**config.mk**
```make
export PLATFORM = sky130hd
export DESIGN_NAME = round_timer
export DESIGN_NICKNAME = d
export VERILOG_FILES = /design/src/rtl/round_timer_pkg.sv /design/src/rtl/tick_gen.sv /design/src/rtl/round_timer.sv
export SDC_FILE = /design/constraint.sdc
export NUM_CORES = 1
export LEC_CHECK = 0
export CAP_MARGIN = 20
export CELL_PAD_IN_SITES_DETAIL_PLACEMENT = 1
export CELL_PAD_IN_SITES_GLOBAL_PLACEMENT = 1
export CORE_UTILIZATION = 35
export DETAILED_ROUTE_END_ITERATION = 12
export GPL_TIMING_DRIVEN = 0
export PLACE_DENSITY = 0.71
export SLEW_MARGIN = 0
export SYNTH_ARGS = -nofsm -noshare
export SYNTH_HDL_FRONTEND = slang
export SYNTH_SLANG_ARGS = --single-unit
```
**constraint.sdc**
```tcl
create_clock -name clk -period 2.9 [get_ports clk]
set_input_delay 0.58 -clock clk [delete_from_list [all_inputs] [get_ports clk]]
set_output_delay 0.58 -clock clk [all_outputs]
set_load 0.01 [all_outputs]
```
**src/rtl/round_timer_pkg.sv**
```systemverilog
// Shared definitions for the round timer: FSM state encodings and the
// default seconds-prescaler values for hardware and simulation builds.
package round_timer_pkg;

    // Round FSM states.
    typedef enum logic [1:0] {
        ST_IDLE = 2'd0,   // after reset, waiting for the first start
        ST_RUN  = 2'd1,   // counting down
        ST_HOLD = 2'd2,   // paused by gameState = 0
        ST_DONE = 2'd3    // one-shot round finished
    } state_t;

    // Clock cycles per second tick: board clock and fast simulation value.
    localparam int PRESCALE_HW  = 50_000_000;
    localparam int PRESCALE_SIM = 4;

endpackage : round_timer_pkg

```
**src/rtl/tick_gen.sv**
```systemverilog
// Seconds prescaler: counts enabled cycles 0..PRESCALE-1.
// The tick output is a combinational wrap strobe. It is high during the
// enabled cycle whose rising edge wraps the count back to zero. The
// parent module registers it.
module tick_gen
    import round_timer_pkg::*;
#(
    parameter int PRESCALE = PRESCALE_HW
) (
    input  logic clk,
    input  logic reset,
    input  logic en,
    input  logic clr,
    output logic tick
);

    localparam int W = $clog2(PRESCALE);
    localparam logic [W-1:0] LAST = W'(PRESCALE - 1);

    logic [W-1:0] cnt;

    assign tick = en && (cnt == LAST);

    // Prescale counter. A clear wins over counting, and the count is frozen
    // while the enable is low.
    always_ff @(posedge clk or negedge reset) begin
        // NOTE: state registers use non-blocking (<=) so every flop samples
        // pre-edge values; blocking here would create order-dependent races.
        if (!reset) begin
            cnt <= '0;
        end else if (clr) begin
            cnt <= '0;
        end else if (en) begin
            cnt <= tick ? '0 : cnt + W'(1);
        end
    end

endmodule : tick_gen

```
**src/rtl/round_timer.sv**
```systemverilog
// Per-round countdown timer. It has a seconds prescaler, pause/resume,
// early completion via skip, one-shot or auto-reload rounds, and a
// saturating count of completed rounds. All outputs are registered.
module round_timer
    import round_timer_pkg::*;
#(
    parameter int CNT_W    = 4,
    parameter int PRESCALE = PRESCALE_HW,
    parameter int RND_W    = 8
) (
    input  logic             clk,
    input  logic             reset,
    input  logic             gameState,
    input  logic             start,
    input  logic             skip,
    input  logic             autoReload,
    input  logic [CNT_W-1:0] roundTime,
    output logic [CNT_W-1:0] sum,
    output logic             cout,
    output logic             tick,
    output logic [RND_W-1:0] rounds,
    output logic             busy
);

    state_t state;
    logic   auto_q;      // autoReload latched at start
    logic   in_round;    // RUN or HOLD
    logic   running;     // prescaler allowed to advance
    logic   wrap;        // prescaler about to wrap this cycle
    logic   skip_ev;     // accepted early completion
    logic   zero_ev;     // zero-length round, ends immediately
    logic   tick_ev;     // second tick that actually takes effect
    logic   end_ev;      // any round end
    logic   to_done;     // round end parks the FSM in DONE
    logic   pre_clr;     // restart the prescaler
    state_t run_state;   // RUN or HOLD as chosen by gameState

    tick_gen #(
        .PRESCALE(PRESCALE)
    ) u_tick_gen (
        .clk  (clk),
        .reset(reset),
        .en   (running),
        .clr  (pre_clr),
        .tick (wrap)
    );

    // Event decode. Priority is start > skip > zero-length end > tick.
    always_comb begin
        // NOTE: every always_comb output gets a default first so no path
        // leaves it unassigned; a missing default infers a latch.
        in_round  = 1'b0;
        running   = 1'b0;
        skip_ev   = 1'b0;
        zero_ev   = 1'b0;
        tick_ev   = 1'b0;
        end_ev    = 1'b0;
        to_done   = 1'b0;
        pre_clr   = 1'b0;
        run_state = ST_HOLD;

        in_round  = (state == ST_RUN) || (state == ST_HOLD);
        running   = in_round && gameState;
        run_state = gameState ? ST_RUN : ST_HOLD;
        skip_ev   = in_round && skip && !start;
        zero_ev   = in_round && !start && (sum == '0);
        tick_ev   = wrap && !start && !skip_ev && !zero_ev;
        end_ev    = skip_ev || zero_ev || (tick_ev && (sum == CNT_W'(1)));
        // A round of length zero always parks in DONE, so cout cannot
        // pulse on every cycle in auto mode.
        to_done   = !auto_q || (sum == '0);
        pre_clr   = start || end_ev;
    end

    // Round FSM with registered sum, rounds and output strobes.
    always_ff @(posedge clk or negedge reset) begin
        if (!reset) begin
            state  <= ST_IDLE;
            auto_q <= 1'b0;
            sum    <= '0;
            cout   <= 1'b0;
            tick   <= 1'b0;
            rounds <= '0;
            busy   <= 1'b0;
        end else begin
            cout <= end_ev;
            tick <= tick_ev;
            if (start) begin
                sum    <= roundTime;
                auto_q <= autoReload;
                state  <= run_state;
                busy   <= 1'b1;
                // A restart in the middle of a round keeps the tally.
                if (!in_round) begin
                    rounds <= '0;
                end
            end else if (end_ev) begin
                if (rounds != {RND_W{1'b1}}) begin
                    rounds <= rounds + RND_W'(1);
                end
                if (to_done) begin
                    sum   <= '0;
                    state <= ST_DONE;
                    busy  <= 1'b0;
                end else begin
                    sum   <= roundTime;
                    state <= run_state;
                    busy  <= 1'b1;
                end
            end else if (in_round) begin
                if (tick_ev) begin
                    sum <= sum - CNT_W'(1);
                end
                state <= run_state;
            end
        end
    end

endmodule : round_timer

```
; ---- Yosys cells after proc, flatten, opt, wreduce, memory -nomap -nowiden
; Cells that the tools add are included.
[classes]
addsub = 3
n_eq_ne = 6
n_mux = 20
reduce_logical = 27
[ops]
columns = op, count
row1 = $mux W26, 3
row2 = $mux W8, 4
row3 = $add A26 B1 Y26 const B, 1
row4 = $eq A26 B26 Y1 const B, 1
row5 = $mux W4, 5
row6 = $logic_and A1 B1 Y1, 10
row7 = $mux W2, 5
row8 = $add A8 B1 Y8 const B, 1
row9 = $ne A8 B8 Y1 const B, 1
row10 = $reduce_bool A2 Y1, 3
row11 = $reduce_bool A3 Y1, 2
row12 = $logic_or A1 B1 Y1, 5
row13 = $eq A4 B1 Y1 const B, 1
row14 = $logic_not A1 Y1, 4
row15 = $logic_not A4 Y1, 1
row16 = $sub A4 B1 Y4 const B, 1
row17 = $mux W1, 3
row18 = $reduce_and A3 Y1, 1
row19 = $eq A2 B1 Y1 const B, 1
row20 = $eq A2 B2 Y1 const B, 1
row21 = $ne A2 B2 Y1 const B, 1
row22 = $reduce_and A2 Y1, 1
[word_totals]
ff_bits = 44
inputBits = 10

; ---- Depth between registers and ports, before layout
; Gate-level depths: netlist of run 1.
[logic_depth]
depth_word = 11
mapped_depth = 9
ltp_nobuf = 8

; ---- By module
; Synthesis of run 1 repeated with hierarchy kept, for this count alone.
[hier_totals]
hier_cells = 266
hier_area_um2 = 2593.7
[modules_own_cells]
columns = module, instances, cells_each, area_each_um2, seq_area_each_um2
row1 = tick_gen, 1, 157, 1492.7, 650.6
row2 = round_timer, 1, 109, 1101.1, 450.4

; ---- Worst setup path after synthesis of run 1
; No wires, ideal clock.
[synth_timing]
path_type = register to register
startpoint = reg sum[0]
endpoint = reg u_tick_gen.cnt[25]
setup_time_ns = 0.077
t_arrival_ns = 2.169
path_slack_ns = 0.653
path_stages_with_launch = 9
path_buffers = 0
path_cell_list = dfrtp_1 -> inv_1 -> ha_1 -> nor3b_1 -> o22ai_2 -> and4bb_2 -> nand3_1 -> or3_1 -> a21oi_1
[synth_via]
elab_chain_cells = 8
elab_cells_between_ends = 11
cone_classes = eq/ne: 1 / mux: 1 / reduce/logical: 9
[synth_lines]
columns = element, line_no
row1 = "start, declared", round_timer.sv:18  ; output logic [CNT_W-1:0] sum,
row2 = "start signal, assigned", round_timer.sv:89  ; sum <= roundTime;
row3 = "start signal, assigned", round_timer.sv:106  ; sum <= roundTime;
row4 = "start signal, assigned", round_timer.sv:112  ; sum <= sum - CNT_W'(1);
row5 = $logic_not A4 Y1, round_timer.sv:66  ; zero_ev = in_round && !start && (sum == '0);
row6 = $logic_and A1 B1 Y1, round_timer.sv:66
row7 = $logic_not A1 Y1, round_timer.sv:67  ; tick_ev = wrap && !start && !skip_ev && !zero_ev;
row8 = $logic_and A1 B1 Y1, round_timer.sv:67
row9 = $logic_and A1 B1 Y1, round_timer.sv:68  ; end_ev = skip_ev || zero_ev || (tick_ev && (sum == CNT_W'(1)));
row10 = $logic_or A1 B1 Y1 (*), round_timer.sv:68
row11 = $logic_or A1 B1 Y1 (*), round_timer.sv:72  ; pre_clr = start || end_ev;
row12 = $mux W26 / $reduce_bool A2 Y1 (equally long branches), -
row13 = "end signal, assigned", tick_gen.sv:34  ; cnt <= tick ? '0 : cnt + W'(1);
row14 = "end, declared", tick_gen.sv:20  ; logic [W-1:0] cnt;
; Every way passes the cells marked *; elsewhere a longest branch is shown, timed or not.
; A chain may end at the register's enable or synchronous reset.

; ---- Worst setup path in the final report of run 1
; Ends and elaborated chain as after synthesis.

==> key figures, run 1 <==
Status
  • Status: complete, but fails checks
  • Failing checks: DRC

CTS
  • PostCTS Resize Cnt: 0
  • Clock Tree Buf Depth: 2
  • Postcts setup bufs: 0
  • Clk sinks: 44
  • Clk pin slew, worst setup/hold paths: approximately 80 ps
  • CTS tree: yes
  • Clock Latency Late Sink: ~310 ps
  • Total CTS buffers: 5
  • H-tree depth: 2
  • Root buffer cell: clkbuf_8
  • Hold_buf cts: 0

Placement
  • HPWL after DPL: about 4400 um
  • Worst slack at placement: 124 ps
  • PortBufs: 24
  • Routability cong.: approximately 0.75

GRT
  • Number of global-route vias before repair: around 2100
  • Overall Global Routing Usage: between 10% and 20%
  • Antenna violations before repair: 0
  • Largest net degree at the start of global routing: 31
  • First-pass GRT wire length: 10200 um
  • Remaining Overflow, GRT: 0

Logic synthesis
  • Cells after synthesis: 255
  • Top-area cell type share of the netlist area: a little under half
  • Post-synth EDFFs: 0
  • Synthesized net count: about 270
  • Syn avg cell area: approximately 9.3 um^2
  • Post-synth ARST share: 100%
  • Synth Area in Compound Gates: 13.2%
  • Number of synthesized register bits: 44
  • Synth top area cells: dfrtp_1 46%, nor2_1 5.1%, xor2_1 4.4%, nand2_1 3.9%, nand3_1 3.6%
  • Ys flop type: dfrtp_1
  • Synth warnings: 0
  • Post-synthesis sequential area ratio: between 40 and 50%
  • Largest family of logic cells by synthesized area: simple AND/OR/NAND/NOR gates
  • Post-Synth XOR/XNOR Area: approximately 8%
  • Adder-Cell Fraction of Synth Area: about 2.1%
  • Syn Std Cell Area: approximately 2400 um^2
  • Post-Synth Simple-Gate Area: between 20% and 30%
  • Mux cell area share after synthesis: less than 1%
  • Synth area leader: dfrtp_1
  • Synth unique cells: 46

Setup path
  • CP bufs+invs: 1
  • Crit path max-delay family: simple AND/OR/NAND/NOR gates
  • Startpoint types: flip-flop
  • CP Capture Type: flip-flop
  • Crit path max fanout: 7
  • FF-to-FF setup slack: ~260 ps
  • CP required: 3140 ps
  • Critical path's slowest cell: and4bb_2
  • CP arrival: 2870 ps
  • Worst path cell trace: inv_1 -> ha_1 -> nor3b_1 -> o22ai_2 -> and4bb_2 -> nand3_1 -> or3_1 -> a21oi_1
  • Kind of critical path: reg -> reg
  • Largest stage delay, worst path: 460 ps

Floorplanning
  • Initial Util: around 37%
  • Die Wd: 84.4 um
  • Core Rows: 29
  • Io pins: 25
  • Die Y-Extent: ~84 um
  • Core area: around 6500 um^2
  • Die Footprint: approximately 7100 um^2

Routing
  • Via Count: 2041
  • Vias per inst: approximately 5.6
  • Routed WL per cell: around 16 um
  • DRT antenna net count: 0
  • 1st-iter DRT viols: between 70 and 80
  • Post-Route WL: between 5000 and 6000 um
  • DR pass1 iterations: 8
  • DRC viols: 2

STA
  • Clock skew: about 7.7 ps
  • Setup TNS Final: 0 ps
  • Achievable Freq: about 380 MHz
  • Tmin final: approximately 2600 ps
  • Relative slew slack: 58.4%
  • Final hold viol count: 0
  • # setup viols final: 0
  • RSZ-0062 raised after global routing: false
  • Setup ws final: around 260 ps
  • Final Slew Violations: 0
  • Final worst-path cycle share: roughly nine tenths
  • Worst Tran Pin Value: approximately 620 ps

Power and ir drop
  • Clock group share of total power: a little over a quarter
  • Worst VDD drop: around 310 uV
  • Total power: between 0.0015 and 0.002 W
  • P_leak: 1.12 nW
  • Power Dens Cells: between 600 and 700 nW/um^2
  • Switching Fraction: 33.7%
  • Logic pwr share: between 20 and 30%
  • Internal power contribution: roughly 0.0012 W
  • Sw power: around 0.00059 W
  • Flop pwr share: a little over two fifths

Worst hold path
  • Hold Crit Class: in -> async

Final layout
  • Net count, final: 301
  • N_diodes: 0
  • Area delta synth->final: 19.3%
  • Register area: roughly 1100 um^2
  • Layout filler cell count: approximately 770
  • Layout cells sized above 1: under 10%
  • Multi-input logic area: approximately 1200 um^2

Run
  • Number of max-cap violations: 0
==> state kept, by name, indices dropped and copies added, names as in the netlist <==
name	count
u_tick_gen.cnt	26
rounds	8
sum	4
state	2
auto_q	1
busy	1
cout	1
tick	1
==> metrics by stage <==
stage          hold WS [ps]  util (%)  area (um^2)  instances
6_report                185      43.9         2840        365
5_1_grt                 209      43.9         2840        365
4_1_cts                 190      43.9         2840        365
3_5_place_dp            487      42.2         2730        357
3_3_place_gp            475      42.0         2710        356
2_1_floorplan           284         -         2380        255
==> worst paths after layout <==
| kind | start | end | cells past startpoint |
|---|---|---|---|
| worst max register to register | sum[0] | u_tick_gen.cnt[25] | 8 |
| min in group clk | busy | busy | 1 |
| worst min register to register | busy | busy | 1 |
| max in group asynchronous | reset | u_tick_gen.cnt[21] | 2 |
| worst max-delay path | sum[0] | u_tick_gen.cnt[25] | 8 |
| worst min-delay path | reset | busy | 1 |
==> cell families after synthesis <==
family	count (synthesis)
flip-flops	44
buffers and inverters	13
adder cells (fa/ha/maj)	4
multiplexers	1
XOR/XNOR	21
AO/OA/AOI/OAI	46
AND/OR/NAND/NOR	126
==> power by group through the flow <==
stage | registers [W] | logic [W] | clock network (W)
2_1_floorplan | 0.000778 | 0.000268 | 0
3_3_place_gp | 0.000769 | 0.000497 | 0
3_5_place_dp | 0.000770 | 0.000512 | 0
4_1_cts | 0.000761 | 0.000516 | 0.000488
5_1_grt | 0.000774 | 0.000564 | 0.000507
6_report | 0.000761 | 0.000509 | 0.000477
==> worst register-to-register path, stage by stage, from the launching register on <==
cell and delay, ps:
dfrtp_1 440, inv_1 130, ha_1 230, nor3b_1 410, o22ai_2 250, and4bb_2 460
nand3_1 150, or3_1 340, a21oi_1 160
==> synthesized netlist by cell type (2+ instances only) <==
master and instances:
dfrtp_1 44, nor2_1 32, nand2_1 25, nand3_1 17
xor2_1 12, o21ai_0 11, a21oi_1 10, nand4_1 10
xnor2_1 8, and3_1 7, inv_1 6, or3_1 6
nor3_1 5, o31ai_1 5, buf_2 4, ha_1 4
nor2b_1 4, nor3b_1 4, nor4_1 4, o21a_1 3
or2_2 3, a21o_1 2, a221o_1 2, a31oi_1 2
and4_1 2, clkbuf_1 2, o221ai_1 2
==> cell type report <==
cell class	count	share of cell area (%)
inverters	6	0.794
plain buffers	7	1.10
clock buffers	6	2.56
repair buffers	25	9.00
multi-input cells	198	43.1
clock inverters	2	1.24
flip-flops and latches	44	38.8
well taps	77	3.40
==> per-layer routing <==
metal / vias up / part of all wire [%] / global-route usage, %
met5: - / 0 / 0
met4: 0 / 1.6 / 6.16
met3: 8 / 3.7 / 4.33
met2: 38 / 44 / 28.5
met1: 1017 / 50 / 25.1
li1: 978 / - / -
==> placed cells by master, fill, tap and decap left out, types with 6 or more instances in the layout <==
cell type,n
a21oi_1,10
and3_1,7
clkdlybuf4s50_1,23
dfrtp_1,44
inv_1,6
nand2_1,25
nand3_1,17
nand4_1,10
nor2_1,32
o21ai_0,11
or3_1,6
xnor2_1,8
xor2_1,12
Power figures use the tool's default switching activity.
==> inputs of run 2 (changes only) <==
--- a/config.mk
+++ b/config.mk
@@ -5,12 +5,13 @@
 export SDC_FILE = /design/constraint.sdc
 export NUM_CORES = 1
 export LEC_CHECK = 0
+export ABC_CLOCK_PERIOD_IN_PS = 2900
 export CAP_MARGIN = 20
 export CELL_PAD_IN_SITES_DETAIL_PLACEMENT = 1
 export CELL_PAD_IN_SITES_GLOBAL_PLACEMENT = 1
 export CORE_UTILIZATION = 35
 export DETAILED_ROUTE_END_ITERATION = 12
-export GPL_TIMING_DRIVEN = 0
+export GPL_TIMING_DRIVEN = 1
 export PLACE_DENSITY = 0.71
 export SLEW_MARGIN = 0
 export SYNTH_ARGS = -nofsm -noshare
==> key figures, run 2 (synthesized netlist as in run 1, its figures left out) <==
Status
  • Status: complete, but fails checks
  • Failing checks: DRC

Placement
  • Routability cong.: 0.752
  • PortBufs: 24
  • HPWL after DPL: 4200 um

Power and ir drop
  • Power Dens Cells: around 590 nW/um^2
  • Total power: between 0.0015 and 0.002 W
  • Sw power: about 0.00057 W
  • Worst VDD drop: between 200 and 250 uV
  • Clock group share of total power: a little under a quarter
  • Logic pwr share: 30.2%
  • Flop pwr share: ~46%
  • Internal power contribution: roughly 0.0011 W
  • P_leak: 1.14 nW
  • Switching Fraction: 33.9%

Final layout
  • Multi-input logic area: 1220 um^2
  • Register area: 1100 um^2
  • Largest registers: u_tick_gen.cnt x26, rounds x8, sum x4
  • Top reg by flops: u_tick_gen.cnt
  • Net count, final: approximately 300
  • Max reg flops: 26
  • N_diodes: 0
  • Layout cells sized above 1: under 10%
  • Layout filler cell count: roughly 770
  • Commonest cells after routing, fill and taps aside: 44 x dfrtp_1, 32 x nor2_1, 25 x nand2_1
  • Most common cell after layout, fill and taps aside: dfrtp_1
  • Area delta synth->final: 19.8%

CTS
  • PostCTS Resize Cnt: 0
  • Hold_buf cts: 0
  • CTS tree: yes
  • H-tree depth: 2
  • Total CTS buffers: 5
  • Postcts setup bufs: 0
  • Clock Tree Buf Depth: 2
  • Root buffer cell: clkbuf_8
  • Clock Latency Late Sink: about 300 ps
  • Clk sinks: 44
  • Clk pin slew, worst setup/hold paths: about 80 ps

Routing
  • 1st-iter DRT viols: 102
  • Routed WL per cell: 15.9 um
  • Vias per inst: between 5 and 6
  • DRT antenna net count: 0
  • Via Count: about 2000
  • DR pass1 iterations: 8
  • Post-Route WL: 5820 um
  • DRC viols: 2

STA
  • # setup viols final: 0
  • Setup TNS Final: 0 ps
  • Relative slew slack: 56.3%
  • Worst Tran Pin Value: 650 ps
  • Achievable Freq: 384 MHz
  • Final Slew Violations: 0
  • Clock skew: around 4.4 ps
  • Final worst-path cycle share: between 80 and 90%
  • Final hold viol count: 0
  • RSZ-0062 raised after global routing: false
  • Tmin final: about 2600 ps

Floorplanning
  • Die Y-Extent: 84.4 um
  • Die Wd: around 84 um
  • Core area: 6460 um^2
  • Core Rows: 29
  • Io pins: 25
  • Initial Util: approximately 37%
  • Die Footprint: just over 7000 um^2

GRT
  • Antenna violations before repair: 0
  • Number of global-route vias before repair: 1966
  • Largest net degree at the start of global routing: 45
  • First-pass GRT wire length: slightly below 10000 um
  • Remaining Overflow, GRT: 0
  • Overall Global Routing Usage: between 15 and 20%

Setup path
  • CP Capture Type: flip-flop
  • Crit path max fanout: 5
  • Startpoint types: flip-flop
  • CP required: approximately 3100 ps
  • Kind of critical path: reg -> reg
  • CP arrival: approximately 2800 ps

Run
  • Number of max-cap violations: 0

Worst hold path
  • Hold Crit Class: in -> async
run 2: worst max-delay path, stage by stage (launching register included):
cell and delay, ps:
dfrtp_1 440, inv_1 120, ha_1 220, nor3b_1 460, o22ai_2 200, nor2b_1 340
nand3_1 230, or3_1 370, a21oi_1 150
run 2: path summary, 6_finish.rpt:
path	startpoint	end	slack, ps	cells past startpoint
max reg2reg	sum[0]	u_tick_gen.cnt[24]	300	8
min in group clk	busy	busy	510	1
min	reset	u_tick_gen.cnt[7]	170	1
max in group asynchronous	reset	u_tick_gen.cnt[20]	2250	2
min reg2reg	busy	busy	510	1
max	sum[0]	u_tick_gen.cnt[24]	300	8
run 2: cell type report:
type,instances,area share [%]
multi-input combinational,198,42.9
inverter,6,0.791
tap,77,3.38
sequential,44,38.7
timing repair buffer,33,11.1
clock buffer,8,3.16
run 2: routing by layer:
metal | GRT usage [%] | share of wire, % | vias to the layer above
met5 | 0 | 0 | -
met4 | 6.01 | 1.5 | 0
met3 | 3.05 | 3.2 | 8
li1 | - | - | 984
met1 | 25.7 | 52 | 971
met2 | 25.6 | 44 | 30
run 2: power groups by stage:
stage                     Combinational [W]  Clock [W]  Sequential [W]
after floorplan                    0.000268          0        0.000778
after global placement             0.000499          0        0.000777
after detailed placement           0.000507          0        0.000779
after CTS                          0.000510   0.000423        0.000769
after global routing               0.000561   0.000441        0.000783
final                              0.000507   0.000403        0.000769
run 2: through the flow:
step | instance area [um^2] | setup slack [ps] | hold WS, ps | util (%) | instances
2_1_floorplan | 2380 | 653 | 284 | - | 255
3_3_place_gp | 2740 | 358 | 475 | 42.4 | 357
3_5_place_dp | 2740 | 313 | 495 | 42.4 | 357
4_1_cts | 2830 | 295 | 483 | 43.8 | 365
5_1_grt | 2850 | 4.94 | 182 | 44.1 | 366
6_report | 2850 | 297 | 171 | 44.1 | 366
==> inputs of run 3 (changes only) <==
==> constraint.sdc (replaced) <==
create_clock -name clk -period 2.9 [get_ports clk]
set_input_delay 0.58 -clock clk [delete_from_list [all_inputs] [get_ports clk]]
set_output_delay 0.58 -clock clk [all_outputs]
set_load 0.005 [all_outputs]
==> results of run 3 <==
The final DEF is identical to that of run 2. Status: complete, but fails checks: DRC.
Main changes from that run: total power 0.00168 W -> 0.00166 W; worst IR drop on VDD 245 uV -> 242 uV
